[src/rtl/vcount_mod_if.sv]
// vcount_mod_if: control and status bundle for one vcount_mod count channel.
`default_nettype none

interface vcount_mod_if #(
   parameter int WIDTH = 3
);
   logic             pause;
   logic             decrement;
   logic             load;
   logic [WIDTH-1:0] load_val;
   logic [WIDTH-1:0] q;
   logic             tc;
   logic             at_max;
   logic             at_min;

   modport master (
      output pause, decrement, load, load_val,
      input  q, tc, at_max, at_min
   );

   modport slave (
      input  pause, decrement, load, load_val,
      output q, tc, at_max, at_min
   );
endinterface

`default_nettype wire

[src/rtl/vcount_mod.sv]
// vcount_mod: prescaled up/down modulo counter with wrap/saturate limits,
// synchronous clamped load and a one-cycle terminal-count pulse.
`default_nettype none

module vcount_mod #(
   parameter int WIDTH    = 3,
   parameter int MAX      = 2**WIDTH - 1,
   parameter int PRESCALE = 1,
   parameter bit SATURATE = 1'b0
) (
   input  wire              clk,
   input  wire              rst_n,
   vcount_mod_if.slave      bus
);
   localparam int               PCW     = (PRESCALE > 1) ? $clog2(PRESCALE) : 1;
   localparam logic [WIDTH-1:0] C_MAX   = WIDTH'(MAX);
   localparam logic [PCW-1:0]   C_PCTOP = PCW'(PRESCALE - 1);

   logic [WIDTH-1:0] q_q, q_d;
   logic [PCW-1:0]   pc_q, pc_d;
   logic             tc_q, tc_d;
   logic             w_at_max, w_at_min;

   assign w_at_max = (q_q == C_MAX);
   assign w_at_min = (q_q == '0);

   always_comb begin
      q_d  = q_q;
      pc_d = pc_q;
      tc_d = 1'b0;
      if (bus.load) begin
         q_d  = (bus.load_val > C_MAX) ? C_MAX : bus.load_val;
         pc_d = '0;
      end else if (!bus.pause) begin
         if (pc_q == C_PCTOP) begin
            pc_d = '0;
            // tc flags any step attempted at a limit, including a saturated hold
            if (!bus.decrement) begin
               if (w_at_max) begin
                  tc_d = 1'b1;
                  q_d  = SATURATE ? q_q : '0;
               end else begin
                  q_d = q_q + WIDTH'(1);
               end
            end else begin
               if (w_at_min) begin
                  tc_d = 1'b1;
                  q_d  = SATURATE ? q_q : C_MAX;
               end else begin
                  q_d = q_q - WIDTH'(1);
               end
            end
         end else begin
            pc_d = pc_q + PCW'(1);
         end
      end
   end

   always_ff @(posedge clk or negedge rst_n) begin
      if (!rst_n) begin
         q_q  <= '0;
         pc_q <= '0;
         tc_q <= 1'b0;
      end else begin
         q_q  <= q_d;
         pc_q <= pc_d;
         tc_q <= tc_d;
      end
   end

   assign bus.q      = q_q;
   assign bus.tc     = tc_q;
   assign bus.at_max = w_at_max;
   assign bus.at_min = w_at_min;

endmodule

`default_nettype wire
[src/flat_wrapper.sv]
// flat-port wrapper written by rule: the top's interface ports become plain ports
module vcount_mod_flat 
#(
   parameter int WIDTH    = 3,
   parameter int MAX      = 2**WIDTH - 1,
   parameter int PRESCALE = 1,
   parameter bit SATURATE = 1'b0
)
  (clk, rst_n, bus_pause, bus_decrement, bus_load, bus_load_val, bus_q, bus_tc, bus_at_max, bus_at_min);
  vcount_mod_if #(.WIDTH(WIDTH)) bus_i ();
  input  wire clk;
  input  wire rst_n;
  input wire logic [$bits(bus_i.pause)-1:0] bus_pause;
  input wire logic [$bits(bus_i.decrement)-1:0] bus_decrement;
  input wire logic [$bits(bus_i.load)-1:0] bus_load;
  input wire logic [$bits(bus_i.load_val)-1:0] bus_load_val;
  output wire logic [$bits(bus_i.q)-1:0] bus_q;
  output wire logic [$bits(bus_i.tc)-1:0] bus_tc;
  output wire logic [$bits(bus_i.at_max)-1:0] bus_at_max;
  output wire logic [$bits(bus_i.at_min)-1:0] bus_at_min;
  assign bus_i.pause = bus_pause;
  assign bus_i.decrement = bus_decrement;
  assign bus_i.load = bus_load;
  assign bus_i.load_val = bus_load_val;
  assign bus_q = bus_i.q;
  assign bus_tc = bus_i.tc;
  assign bus_at_max = bus_i.at_max;
  assign bus_at_min = bus_i.at_min;
  vcount_mod #(.WIDTH(WIDTH), .MAX(MAX), .PRESCALE(PRESCALE), .SATURATE(SATURATE)) u_core (.clk(clk), .rst_n(rst_n), .bus(bus_i));
endmodule
[config.mk]
export PLATFORM = sky130hd
export DESIGN_NAME = vcount_mod_flat
export DESIGN_NICKNAME = d
export VERILOG_FILES = /design/src/rtl/vcount_mod_if.sv /design/src/rtl/vcount_mod.sv /design/src/flat_wrapper.sv
export SDC_FILE = /design/constraint.sdc
export NUM_CORES = 1
export LEC_CHECK = 0
export CORE_AREA = 2 2 39 41
export DETAILED_ROUTE_END_ITERATION = 10
export DIE_AREA = 0 0 41 43
export GPL_TIMING_DRIVEN = 1
export PLACE_DENSITY_LB_ADDON = 0.15
export SKIP_CTS_REPAIR_TIMING = 1
export SLEW_MARGIN = 20
export SYNTH_ARGS = -nofsm -noshare
export SYNTH_HDL_FRONTEND = slang
export SYNTH_SLANG_ARGS = --single-unit
[constraint.sdc]
create_clock -name clk -period 1.9 [get_ports clk]
set_input_delay 0.38 -clock clk [delete_from_list [all_inputs] [get_ports clk]]
set_output_delay 0.38 -clock clk [all_outputs]
set_load 0.01 [all_outputs]
* Word-level counts from Yosys, hierarchy flattened
Index checks and enable logic that the tools add are counted.
Word-level totals: register bits 5, word-level logic and storage cells 28, input port bits 8, output and inout port bits 6
Cells by class: equal/unequal tests 3, multiplexer cells 16, add/subtract/negate cells 3, magnitude comparators 1, reduce and logical (&&, ||, !) cells 2
Operators with widths (number):
- $mux 3 | 7
- $mux 1 | 9
- $add 3x1->3 const B | 1
- $eq 3x3->1 const B | 1
- $gt 3x3->1 const B | 1
- $logic_not 3->1 | 1
- $sub 3x1->3 const B | 1
- $ne 2x1->1 const B | 1
- $ne 2x2->1 const B | 1
- $reduce_and 2->1 | 1
- $add 1x1->1 const B | 1

* Depth between registers and ports, before layout
depth after elaboration 6, depth in mapped cells 5, depth with buffers taken out 5

* Worst setup path before layout
Ideal clock, no wire load.
path type reg-to-reg, start point register u_core.q_q[0], in the netlist u_core.bus.q[0], end point register u_core.q_q[2], in the netlist u_core.bus.q[2], buffers on the path 0, library setup time 0.128 ns, cell stages (with the launch flop) 6, data arrival time 1.403 ns, setup slack 0.369 ns, period minus slack after synthesis 1.531 ns, required time 1.772 ns, cells stage by stage dfrtp_1 -> inv_1 -> ha_1 -> or3_1 -> a311oi_1 -> o31ai_1
Between the ends: cells in the longest elaborated chain, start to end 6, elaborated cells between the ends (all ways) 10, those cells by class 2 x add/sub; 1 x eq/ne; 6 x mux; 1 x reduce/logical
RTL lines:
- start, declared | line vcount_mod.sv:19 | logic [WIDTH-1:0] q_q, q_d;
- start signal, assigned | line vcount_mod.sv:65 | q_q <= q_d;
- $add 3x1->3, or another cell as far along | line vcount_mod.sv:43 | q_d = q_q + WIDTH'(1);
- $mux 3, on equally long branches | line vcount_mod.sv:39, vcount_mod.sv:46
- $mux 3 (*) | line vcount_mod.sv:38 | if (!bus.decrement) begin
- $mux 3 (*) | line vcount_mod.sv:35 | if (pc_q == C_PCTOP) begin
- $mux 3 (*) | line vcount_mod.sv:34 | end else if (!bus.pause) begin
- $mux 3 (*) | line vcount_mod.sv:31 | if (bus.load) begin
Every way passes the cells marked *; elsewhere a longest branch is shown, timed or not. The select of a mux whose other input is x is not followed. A chain may end at the register's enable or synchronous reset.

* Final worst setup path
start point register u_core.q_q[2], in the netlist u_core.bus.q[2], end point output bus_q[2]
RTL lines:
- end, declared | line flat_wrapper.sv:17 | output wire logic [$bits(bus_i.q)-1:0] bus_q;
No word-level cell between the ends.

==> results <==
==> worst min path at each step <==
stage                      end  cells past startpoint
2_1_floorplan  u_core.bus.q[0]                      0
3_3_place_gp   u_core.bus.q[2]                      1
3_5_place_dp   u_core.bus.q[0]                      1
4_1_cts        u_core.bus.q[0]                      1
5_1_grt        u_core.bus.q[2]                      1
6_report       u_core.bus.q[0]                      1
==> registers in the layout, summed over array words and instances, names as in the netlist <==
signal	count
u_core.bus.q	3
u_core.bus.tc	1
==> placed cells by master, fill, tap and decap left out <==
cell type        synthesis  layout
dfrtp_1                  4       4
o21ai_1                  1       1
a22oi_1                  1       1
clkbuf_4                 0       3
or3_1                    1       1
nand3b_1                 1       1
ha_1                     4       4
nand2b_1                 1       1
nor2b_1                  4       4
clkdlybuf4s50_1          0      11
a22o_1                   1       1
nor2_1                   2       2
o31ai_1                  1       1
buf_4                    0       1
nand2_1                  4       4
a31o_2                   1       1
inv_1                    2       2
a21boi_0                 1       1
a311oi_1                 1       1
dlymetal6s2s_1           0       2
o211ai_1                 1       1
==> logic make-up (layout without fill, tap and decap cells) <==
group,Yosys count,after routing,synth area share
and+or+nand+nor,13,13,0.236
buffers and inverters,2,19,0.0262
AOI/OAI and AO/OA,8,8,0.214
adders and majority gates,4,4,0.175
DFF,4,4,0.349
==> final cells by class <==
class	count	area share
Timing Repair Buffer	14	0.302
Inverter	2	0.0159
Multi-Input combinational cell	25	0.379
Clock buffer	3	0.0477
Sequential cell	4	0.212
Tap cell	16	0.0424
==> where the power goes <==
part	total, W	internal [W]	switching, W
clock	0.000105	0.0000706	0.0000343
sequential	0.000107	0.0000942	0.0000124
combinational	0.000104	0.0000610	0.0000428
total	0.000315	0.000226	0.0000895
==> per-stage QoR <==
stage	setup slack, ns	utilization
global placement	0.122	0.316
finish	0.241	0.341
floorplan	0.369	-
global route	0.139	0.341
detailed placement	0.104	0.316
CTS	-0.156	0.332
==> metal layers <==
layer,global-route usage,wire (um)
met5,0,0
met4,0.0800,10
met3,0.0314,60
met2,0.156,385
met1,0.104,272
==> flow_summary.html <==
<table>
<tr><th>Metric</th><th>Value</th></tr>
<tr><th colspan="2">Outcome</th></tr>
<tr><td>Outcome</td><td>completed</td></tr>
<tr><th colspan="2">Power and ir drop</th></tr>
<tr><td>Leak</td><td>0.233 nW</td></tr>
<tr><td>Power density relative to cell area</td><td>668 mW/mm2</td></tr>
<tr><td>Maximum vdd ir drop</td><td>0.193 mV</td></tr>
<tr><td>Total power consumption of the routed design</td><td>0.000315 W</td></tr>
<tr><th colspan="2">Worst setup path</th></tr>
<tr><td>Worst-path maximum fanout</td><td>7</td></tr>
<tr><td>End of the critical path</td><td>bus_q[2]</td></tr>
<tr><td>Critical path launch point</td><td>u_core.bus.q[2]</td></tr>
<tr><td>R2R Setup Slk</td><td>0.32 ns</td></tr>
<tr><td>Max incr delay on CP</td><td>a little under 0.6 ns</td></tr>
<tr><td>Worst path top cell family by delay</td><td>buffers and inverters</td></tr>
<tr><td>Slowest cell on the critical path</td><td>clkdlybuf4s50_1</td></tr>
<tr><td>CP arrival</td><td>between 1 and 1.5 ns</td></tr>
<tr><td>CP cell instances</td><td>clkdlybuf4s50_1</td></tr>
<tr><td>Critical path buffer and inverter count</td><td>1</td></tr>
<tr><td>Type of the worst setup path</td><td>reg -&gt; out</td></tr>
<tr><td>Total stage count of the critical path</td><td>1</td></tr>
<tr><td>Critical R2R Launch</td><td>u_core.bus.q[0]</td></tr>
<tr><td>Required time of the critical path</td><td>about 1.5 ns</td></tr>
<tr><td>Startpoint types</td><td>flop</td></tr>
<tr><td>Capturing point of the worst reg2reg path</td><td>u_core.bus.q[2]</td></tr>
<tr><td>Worst r2r path cells</td><td>5</td></tr>
<tr><td>Crit end category</td><td>output port</td></tr>
<tr><th colspan="2">Clock tree</th></tr>
<tr><td>Clock tree from TritonCTS</td><td>built</td></tr>
<tr><td>Root cell of the clock tree</td><td>clkbuf_4</td></tr>
<tr><td>TritonCTS buffer count</td><td>3</td></tr>
<tr><td>Worst-case clock buffer depth</td><td>2</td></tr>
<tr><td>Clk sink count</td><td>4</td></tr>
<tr><td>Post-CTS clock slew at the launch and capture registers of the worst setup and hold paths</td><td>about 0.04 ns</td></tr>
<tr><td>H-Tree Depth</td><td>1</td></tr>
<tr><td>Clock latency on the worst-skew pair</td><td>~0.23 ns</td></tr>
<tr><th colspan="2">Detailed routing</th></tr>
<tr><td>Vias per inst</td><td>4.53</td></tr>
<tr><td>Drt total wl</td><td>727 um</td></tr>
<tr><td>Antenna viol nets, final</td><td>0</td></tr>
<tr><td>DR pass1 iterations</td><td>4</td></tr>
<tr><td>Average wire per standard cell</td><td>between 10 and 15 um</td></tr>
<tr><td>DRC violation total after the first TritonRoute iteration</td><td>7</td></tr>
<tr><td>Total DRC errors in the routed layout</td><td>0</td></tr>
<tr><td>Via count of the routed design</td><td>290</td></tr>
<tr><th colspan="2">Placement</th></tr>
<tr><td>I/O Buffers</td><td>13</td></tr>
<tr><td>Post-detailed-placement half-perimeter wirelength</td><td>about 580 um</td></tr>
<tr><td>Count of placed standard cells including taps</td><td>60</td></tr>
<tr><td>Placed inst area</td><td>between 400 and 500 um2</td></tr>
<tr><td>Routability Congestion</td><td>between 0.7 and 0.8</td></tr>
<tr><th colspan="2">Die</th></tr>
<tr><td>Die outline width</td><td>41 um</td></tr>
<tr><td>Total number of placement rows</td><td>14</td></tr>
<tr><td>Boundary Pins</td><td>14</td></tr>
<tr><td>Total Die Area</td><td>0.00176 mm2</td></tr>
<tr><td>Height of the chip</td><td>43 um</td></tr>
<tr><td>Placeable Area</td><td>0.00138 mm2</td></tr>
<tr><td>Initial Util</td><td>0.207</td></tr>
<tr><th colspan="2">Timing</th></tr>
<tr><td>Minimum clock period</td><td>1.66 ns</td></tr>
<tr><td>Setup TNS</td><td>0 ns</td></tr>
<tr><td>Worst hold margin</td><td>~0.35 ns</td></tr>
<tr><td>Top achievable clock speed</td><td>0.603 GHz</td></tr>
<tr><td>Number of endpoints with negative hold slack in the final report</td><td>0</td></tr>
<tr><td>Fin. max-slew vios</td><td>0</td></tr>
<tr><td>Pin slew with the least headroom to its limit</td><td>~0.23 ns</td></tr>
<tr><td>Final period util</td><td>0.873</td></tr>
<tr><td>Final Setup Violations</td><td>0</td></tr>
<tr><td>Clk_skew</td><td>between 0.0015 and 0.002 ns</td></tr>
<tr><td>Setup repair after global routing missed its margin</td><td>false</td></tr>
<tr><td>Relative slew margins</td><td>0.845</td></tr>
<tr><th colspan="2">Final layout</th></tr>
<tr><td>Fraction of final layout cells with drive strength greater than 1</td><td>0.104</td></tr>
<tr><td>Fin cells</td><td>64</td></tr>
<tr><td>Area of all sequential standard cells</td><td>100 um2</td></tr>
<tr><td>Cell area after layout</td><td>~470 um2</td></tr>
<tr><td>Area of the multi-input gates</td><td>179 um2</td></tr>
<tr><td>Layout overhead on the synthesized area</td><td>64.6%</td></tr>
<tr><td>Net count, final</td><td>62</td></tr>
<tr><td>Number of fill cells in the layout</td><td>between 100 and 150</td></tr>
<tr><td>Ant diodes</td><td>0</td></tr>
<tr><th colspan="2">Global routing</th></tr>
<tr><td>First-pass GRT wire length</td><td>1130 um</td></tr>
<tr><td>Number of global-route vias before repair</td><td>285</td></tr>
<tr><td>Global-route usage over all layers</td><td>0.101</td></tr>
<tr><td>Leftover overflow at the end of global routing</td><td>0</td></tr>
<tr><td>Antenna violations before repair</td><td>0</td></tr>
<tr><td>Largest net degree at the start of global routing</td><td>8</td></tr>
<tr><th colspan="2">Logic synthesis</th></tr>
<tr><td>Area share of the leading cell type in the synthesized netlist</td><td>0.349</td></tr>
<tr><td>Number of synthesized flops with an enable pin</td><td>0</td></tr>
<tr><td>Yosys top cell by area</td><td>dfrtp_1</td></tr>
<tr><td>Unique masters post-synth</td><td>17</td></tr>
<tr><td>Post-synthesis sequential area ratio</td><td>0.349</td></tr>
<tr><td>Primary FF master, synth</td><td>dfrtp_1</td></tr>
<tr><td>List of most frequent post-synthesis cells</td><td>dfrtp_1, ha_1, nand2_1, nor2b_1</td></tr>
<tr><td>Flip-flop and latch count after synthesis</td><td>4</td></tr>
<tr><td>Mapped Area</td><td>287 um2</td></tr>
<tr><td>Synth async-reset ratio</td><td>1.00</td></tr>
<tr><td>Post-synthesis net count</td><td>43</td></tr>
<tr><td>Number of instances in the synthesized netlist</td><td>31</td></tr>
<tr><td>Synth top area cells</td><td>dfrtp_1, ha_1, nor2b_1</td></tr>
<tr><td>Number of warnings issued by yosys</td><td>0</td></tr>
<tr><td>Synthesized area per cell</td><td>approximately 9.2 um2</td></tr>
<tr><th colspan="2">Job</th></tr>
<tr><td>Max-capacitance violation count</td><td>0</td></tr>
<tr><th colspan="2">Hold path</th></tr>
<tr><td>Worst min-delay path category</td><td>in -&gt; async</td></tr>
</table>
Power figures use the tool's default switching activity.
